### src/rtl/lcd_phrase_writer.sv
// lcd_phrase_writer
// Streams a 32-character phrase from a phrase ROM onto an HD44780-compatible
// 16x2 character LCD over the 8-bit write-only parallel bus. After reset it
// waits out the LCD power-up time and runs the init command sequence. It then
// refreshes both display lines once on its own, and again on every start
// request seen while idle.
//
// Every byte sent to the LCD goes through the same transfer primitive:
//   SETUP (1 cycle, bus registered, en low)
//   PULSE (ENABLE_CYCLES, en high, bus held)
//   WAIT  (CMD_WAIT_CYCLES, or CLEAR_WAIT_CYCLES after 0x01, en low, bus held)
// A character transfer is preceded by a FETCH cycle that covers the ROM's
// registered-read latency.
//
// The whole job is one linear list of steps, indexed by step_q:
//   0..3   init commands 0x38, 0x0C, 0x06, 0x01
//   4      set DDRAM address 0x00 (line 1)
//   5..20  characters 0..15
//   21     set DDRAM address 0x40 (line 2)
//   22..37 characters 16..31
// A start request from IDLE re-enters the list at step 4.

module lcd_phrase_writer #(
    parameter int POWERUP_CYCLES    = 750000,
    parameter int ENABLE_CYCLES     = 25,
    parameter int CMD_WAIT_CYCLES   = 2000,
    parameter int CLEAR_WAIT_CYCLES = 82000
) (
    input  logic       clock,
    input  logic       reset,
    input  logic       start,
    input  logic [7:0] rom_data,
    output logic [4:0] rom_addr,
    output logic [7:0] lcd_data,
    output logic       lcd_rs,
    output logic       lcd_rw,
    output logic       lcd_en,
    output logic       busy,
    output logic       done
);

    // ------------------------------------------------------------------
    // Counter sizing: one shared cycle counter times every phase, so it is
    // sized for the longest of the four delays.
    // ------------------------------------------------------------------
    localparam int MAX_AB     = (POWERUP_CYCLES > ENABLE_CYCLES) ? POWERUP_CYCLES : ENABLE_CYCLES;
    localparam int MAX_CD     = (CMD_WAIT_CYCLES > CLEAR_WAIT_CYCLES) ? CMD_WAIT_CYCLES : CLEAR_WAIT_CYCLES;
    localparam int MAX_CYCLES = (MAX_AB > MAX_CD) ? MAX_AB : MAX_CD;
    localparam int CNT_W      = $clog2(MAX_CYCLES + 1);

    // Terminal counts: a phase of N cycles ends when the counter reads N-1.
    localparam logic [CNT_W-1:0] POWERUP_LAST = CNT_W'(POWERUP_CYCLES - 1);
    localparam logic [CNT_W-1:0] ENABLE_LAST  = CNT_W'(ENABLE_CYCLES - 1);
    localparam logic [CNT_W-1:0] CMD_LAST     = CNT_W'(CMD_WAIT_CYCLES - 1);
    localparam logic [CNT_W-1:0] CLEAR_LAST   = CNT_W'(CLEAR_WAIT_CYCLES - 1);

    // Step list landmarks.
    localparam logic [5:0] STEP_INIT_FIRST = 6'd0;
    localparam logic [5:0] STEP_LINE1_CMD  = 6'd4;
    localparam logic [5:0] STEP_LINE2_CMD  = 6'd21;
    localparam logic [5:0] STEP_LAST       = 6'd37;

    // LCD command bytes.
    localparam logic [7:0] CMD_FUNCTION_SET = 8'h38;  // 8-bit bus, 2 lines, 5x8 font
    localparam logic [7:0] CMD_DISPLAY_ON   = 8'h0C;  // display on, cursor off
    localparam logic [7:0] CMD_ENTRY_MODE   = 8'h06;  // increment, no shift
    localparam logic [7:0] CMD_CLEAR        = 8'h01;  // clear display (slow)
    localparam logic [7:0] CMD_LINE1_ADDR   = 8'h80;  // DDRAM address 0x00
    localparam logic [7:0] CMD_LINE2_ADDR   = 8'hC0;  // DDRAM address 0x40

    typedef enum logic [2:0] {
        S_POWERUP,
        S_FETCH,
        S_SETUP,
        S_PULSE,
        S_WAIT,
        S_IDLE
    } state_t;

    // ------------------------------------------------------------------
    // Step decoding
    // ------------------------------------------------------------------

    // True for steps that carry a ROM character rather than a command.
    function automatic logic step_is_char(input logic [5:0] s);
        return ((s >= 6'd5) && (s <= 6'd20)) || ((s >= 6'd22) && (s <= STEP_LAST));
    endfunction

    // Command byte for a command step; characters never use this value.
    function automatic logic [7:0] step_cmd(input logic [5:0] s);
        logic [7:0] c;
        case (s)
            6'd0:           c = CMD_FUNCTION_SET;
            6'd1:           c = CMD_DISPLAY_ON;
            6'd2:           c = CMD_ENTRY_MODE;
            6'd3:           c = CMD_CLEAR;
            STEP_LINE1_CMD: c = CMD_LINE1_ADDR;
            STEP_LINE2_CMD: c = CMD_LINE2_ADDR;
            default:        c = 8'h00;
        endcase
        return c;
    endfunction

    // ------------------------------------------------------------------
    // Registers
    // ------------------------------------------------------------------
    state_t           state_q,    state_d;
    logic [CNT_W-1:0] cnt_q,      cnt_d;
    logic [5:0]       step_q,     step_d;
    logic [4:0]       rom_addr_q, rom_addr_d;
    logic [7:0]       lcd_data_q, lcd_data_d;
    logic             lcd_rs_q,   lcd_rs_d;
    logic             done_q,     done_d;

    // The clear command needs the long settle time; everything else the short one.
    logic [CNT_W-1:0] wait_last;
    assign wait_last = (!lcd_rs_q && (lcd_data_q == CMD_CLEAR)) ? CLEAR_LAST : CMD_LAST;

    // State and datapath registers; reset aborts any transfer and restarts power-up.
    always_ff @(posedge clock or negedge reset) begin
        if (!reset) begin
            state_q    <= S_POWERUP;
            cnt_q      <= '0;
            step_q     <= STEP_INIT_FIRST;
            rom_addr_q <= '0;
            lcd_data_q <= 8'h00;
            lcd_rs_q   <= 1'b0;
            done_q     <= 1'b0;
        end else begin
            // NOTE: non-blocking so every register samples the pre-edge values,
            // independent of statement order.
            state_q    <= state_d;
            cnt_q      <= cnt_d;
            step_q     <= step_d;
            rom_addr_q <= rom_addr_d;
            lcd_data_q <= lcd_data_d;
            lcd_rs_q   <= lcd_rs_d;
            done_q     <= done_d;
        end
    end

    // Next-state and next-datapath logic for the transfer sequencer.
    always_comb begin
        // NOTE: every target gets a hold/default value first so no path
        // through the case leaves one unassigned (no latch).
        state_d    = state_q;
        cnt_d      = cnt_q;
        step_d     = step_q;
        rom_addr_d = rom_addr_q;
        lcd_data_d = lcd_data_q;
        lcd_rs_d   = lcd_rs_q;
        done_d     = 1'b0;

        unique case (state_q)
            S_POWERUP: begin
                if (cnt_q == POWERUP_LAST) begin
                    // Bus is loaded on entry to SETUP so en rises a cycle later.
                    state_d    = S_SETUP;
                    cnt_d      = '0;
                    step_d     = STEP_INIT_FIRST;
                    lcd_data_d = step_cmd(STEP_INIT_FIRST);
                    lcd_rs_d   = 1'b0;
                end else begin
                    cnt_d = cnt_q + 1'b1;
                end
            end

            S_FETCH: begin
                // rom_addr has been stable for at least one edge, so the
                // registered ROM output now belongs to this character.
                state_d    = S_SETUP;
                lcd_data_d = rom_data;
                lcd_rs_d   = 1'b1;
            end

            S_SETUP: begin
                state_d = S_PULSE;
                cnt_d   = '0;
            end

            S_PULSE: begin
                if (cnt_q == ENABLE_LAST) begin
                    state_d = S_WAIT;
                    cnt_d   = '0;
                    // Advance the ROM address early so the next read has the
                    // whole WAIT phase to settle; wraps to 0 after char 31.
                    if (step_is_char(step_q)) begin
                        rom_addr_d = rom_addr_q + 5'd1;
                    end
                end else begin
                    cnt_d = cnt_q + 1'b1;
                end
            end

            S_WAIT: begin
                if (cnt_q == wait_last) begin
                    cnt_d = '0;
                    if (step_q == STEP_LAST) begin
                        state_d = S_IDLE;
                        done_d  = 1'b1;
                    end else begin
                        step_d = step_q + 6'd1;
                        if (step_is_char(step_q + 6'd1)) begin
                            state_d = S_FETCH;
                        end else begin
                            state_d    = S_SETUP;
                            lcd_data_d = step_cmd(step_q + 6'd1);
                            lcd_rs_d   = 1'b0;
                        end
                    end
                end else begin
                    cnt_d = cnt_q + 1'b1;
                end
            end

            S_IDLE: begin
                rom_addr_d = '0;
                if (start) begin
                    state_d    = S_SETUP;
                    cnt_d      = '0;
                    step_d     = STEP_LINE1_CMD;
                    lcd_data_d = CMD_LINE1_ADDR;
                    lcd_rs_d   = 1'b0;
                end
            end

            default: begin
                state_d = S_POWERUP;
                cnt_d   = '0;
            end
        endcase
    end

    // Output decode: strobe and status come straight from the state register.
    always_comb begin
        lcd_en   = (state_q == S_PULSE);
        busy     = (state_q != S_IDLE);
        done     = done_q;
        lcd_rw   = 1'b0;
        lcd_data = lcd_data_q;
        lcd_rs   = lcd_rs_q;
        rom_addr = rom_addr_q;
    end

endmodule
### config.mk
export PLATFORM = sky130hd
export DESIGN_NAME = lcd_phrase_writer
export DESIGN_NICKNAME = d
export VERILOG_FILES = /design/src/rtl/lcd_phrase_writer.sv
export SDC_FILE = /design/constraint.sdc
export NUM_CORES = 1
export LEC_CHECK = 0
export CAP_MARGIN = 10
export CORE_ASPECT_RATIO = 1.4
export CORE_UTILIZATION = 50
export CTS_CLUSTER_DIAMETER = 30
export CTS_CLUSTER_SIZE = 12
export DETAILED_ROUTE_END_ITERATION = 16
export GPL_TIMING_DRIVEN = 0
export MAX_ROUTING_LAYER = met4
export PLACE_DENSITY = 0.71
export SKIP_CTS_REPAIR_TIMING = 1
export SYNTH_ARGS = -nofsm -noshare
export SYNTH_HDL_FRONTEND = slang
export SYNTH_SLANG_ARGS = --single-unit
### constraint.sdc
create_clock -name clock -period 3.2 [get_ports clock]
set_input_delay 0.48 -clock clock [delete_from_list [all_inputs] [get_ports clock]]
set_output_delay 0.48 -clock clock [all_outputs]
set_load 0.02 [all_outputs]
==> summary.md <==
| Metric | Value |
|---|---|
| Status | `completed` |
| Post-synthesis sequential area ratio | `37.6%` |
| WS Path Type | `reg -> reg` |
| Post-DP Area | `~0.0033 mm²` |
| Worst vdd ir | `0.000770 V` |
| Worst R2R Setup Slack | `0.32 ns` |
| Yosys reg bits | `44` |
| Cell count of the worst reg-to-reg path | `9` |
| Initial DRC Count | `149` |
| Die outline width | `66.7 µm` |
| IO buf count | `27` |
| Final number of max-transition violations | `0` |
| Worst Max-Slew Pin Slew | `between 0.5 and 0.6 ns` |
| P&R area growth vs syn | `17.0%` |
| Largest net degree at the start of global routing | `26` |
| CP delay by family, top | `compound AO/OA/AOI/OAI gates` |
| Fin Setup TNS | `0 ns` |
| Final period utilization | `90.2%` |
| Worst EP required | `3.39 ns` |
| Rows | `32` |
| Clock slew at reported path FFs | `roughly 0.090 ns` |
| Type of the most critical hold path | `in -> async` |
| Compound-Gate Fraction of Synth Area | `22.2%` |
| Slew HR | `60.3%` |
| CTS Buf Count | `5` |
| EDFF count, synth | `0` |
| CTS tree | `built` |
| Deepest clock path buffer count | `2` |
| Simple-gate portion of the synthesized area | `25.8%` |
| Number of diodes | `0` |
| Die height | `about 93 µm` |
| Gr busiest metal | `met2` |
| DRT Pass-1 Iters | `4` |
| Share of cells above drive strength 1 | `a little under a tenth` |
| GR Layer Usage met1 | `30.6%` |
| Core Util, Final | `~62%` |
| Largest stage delay, worst path | `0.57 ns` |
| IO Count | `29` |
| Fin area | `~0.0034 mm²` |
| Slowest cell on crit path | `dfrtp_1` |
| Worst-path cell chain | `ha_1 > clkbuf_1 > nand3_1 > nor3_1 > a21oi_1 > o21ai_0 > a2bb2oi_1 > o21bai_2 > mux2_2` |
| Synthesized instance count | `344` |
| RSZ-0062 raised after global routing | `no` |
| Commonest non-fill, non-tap cell in the layout | `dfrtp_1` |
| Reg2reg end | `lcd_data[6]` |
| R2r startpoint | `step_q[0]` |
| Clock sink count | `44` |
| Top_reg_cell synth | `dfrtp_1` |
| HPWL Detailed | `around 5500 µm` |
| Leak | `1.51 nW` |
| Nets | `400` |
| Vias in the first global route | `2708` |
| Largest family of logic cells by synthesized area | `simple AND/OR/NAND/NOR gates` |
| Total of max-cap violations | `0` |
| Synth Area in Adders | `4.27%` |
| Initial Util | `around 53%` |
| Crit path DAT | `3.08 ns` |
| Via count | `2707` |
| Die area | `0.00617 mm²` |
| Fin crit period | `2.88 ns` |
| PwrDens | `~800 mW/mm²` |
| Met2 usage | `45.8%` |
| First-pass GRT wire length | `around 12000 µm` |
| CP max FO | `10` |
| Antenna-violating nets left | `0` |
| Gr ovfl total | `0` |
| Met3 Usage GRT | `3.94%` |
| Worst path buffer plus inverter count | `1` |
| Antenna violations before repair | `0` |
| Skew final | `around 0.011 ns` |
| Post-synth net total | `365` |
| Element type at the critical path end | `register` |
| Gpl congestion | `around 0.9` |
| H-tree levels | `2` |
| WL/cell | `approximately 17 µm` |
| Fill count | `around 530` |
| Commonest cells after routing, fill and taps aside | `dfrtp_1, nor2_1, nand2_1` |
| Startpoint Class | `register` |
| Ys Warns | `0` |
| Avg Vias per Cell | `roughly 6` |
| Yosys cell types | `60` |
| Final-report hold violation count | `0` |
| FFs w/ async S/R, synth | `100%` |
| Post-Synth XOR/XNOR Area | `under 10%` |
| Final wirelength | `7410 µm` |
| Final setup violation count | `0` |
| Synthesized area | `0.00293 mm²` |
| Core ar. | `0.00557 mm²` |
| DRC errors left | `0` |
| Clock Latency Late Sink | `0.30 ns` |
| Max Fclk | `about 0.35 GHz` |
| GRT Util Overall | `between 20% and 30%` |
| CTS root buf | `clkbuf_8` |
| Syn Area/Cell | `approximately 8.5 µm²` |
| Post-synthesis mux area share | `2.22%` |
-- state kept, by name, indices dropped and copies added (netlist names) --
name      flops
done          1
rom_addr      5
state_q       3
lcd_rs        1
step_q        6
lcd_data      8
cnt_q        20
-- power breakdown --
part	total [mW]	internal [mW]	switching, mW
logic	1.46	0.600	0.864
clock network	0.474	0.276	0.198
registers	0.796	0.672	0.123
total	2.73	1.55	1.19
-- synth_stat cells (6+ instances only) --
cell type / instances / share of area [%]
inv_1: 11 / 1.4
nand2_1: 34 / 4.4
a31oi_1: 6 / 1.3
o21ai_0: 27 / 4.6
nand3_1: 19 / 3.2
clkbuf_1: 11 / 1.4
dfrtp_1: 44 / 38
xor2_1: 8 / 2.4
ha_1: 10 / 4.3
a21o_1: 10 / 2.6
nor2b_1: 6 / 1.3
nor3_1: 7 / 1.2
a21oi_1: 14 / 2.4
nor2_1: 35 / 4.5
o21ai_1: 12 / 2.1
-- logic make-up after synthesis --
logic type,Yosys count
simple gates,146
compound gates,98
flops,44
buf+inv,27
xor+xnor,12
fa+ha+maj,10
mux,6
other cells,1
-- cell type report --
class                      count  area (µm²)  share of cell area, %
buffer                        16        81.3                   2.37
clock buffer                   7        96.3                   2.81
clock inverter                 1        30.0                  0.877
inverter                      11        41.3                   1.21
multi-input combinational    273        1710                   49.8
sequential                    44        1100                   32.1
tap                           68        85.1                   2.48
timing repair buffer          28         285                   8.33
-- through the flow --
stage / setup slack [ns] / hold slack, ns / power [mW] / cells
floorplan: 0.782 / 0.184 / 1.80 / 344
global placement: 0.392 / 0.480 / 2.24 / 439
detailed placement: 0.397 / 0.468 / 2.26 / 440
CTS: 0.359 / 0.137 / 2.74 / 448
global route: 0.0908 / 0.141 / 2.93 / 448
finish: 0.315 / 0.114 / 2.73 / 448
-- how the worst max path moves through the flow --
| stage | start | to | slack (ns) | cells past startpoint |
|---|---|---|---|---|
| 6_report | step_q[0] | lcd_data[6] | 0.32 | 9 |
| 5_1_grt | step_q[0] | lcd_data[6] | 0.09 | 9 |
| 4_1_cts | step_q[0] | lcd_data[6] | 0.36 | 9 |
| 3_5_place_dp | step_q[0] | lcd_data[7] | 0.40 | 9 |
| 3_3_place_gp | step_q[0] | lcd_data[6] | 0.39 | 9 |
| 2_1_floorplan | cnt_q[9] | step_q[0] | 0.78 | 8 |
-- routing by layer --
layer | routed length, µm | part of all wire (%)
met5 | 0 | 0
met3 | 241 | 3.3
met4 | 189 | 2.6
met1 | 3040 | 41
met2 | 3940 | 53
-- worst reg2reg max path: cells and delay by family, from the launching register on --
family	cells	cell delay, ns
AND/OR/NAND/NOR	2	0.42
AO/OA/AOI/OAI	4	0.86
adder cells (fa/ha/maj)	1	0.21
flip-flops	1	0.57
multiplexers	1	0.39
buffers and inverters	1	0.34
No activity file was read; power rests on OpenSTA's default activity.
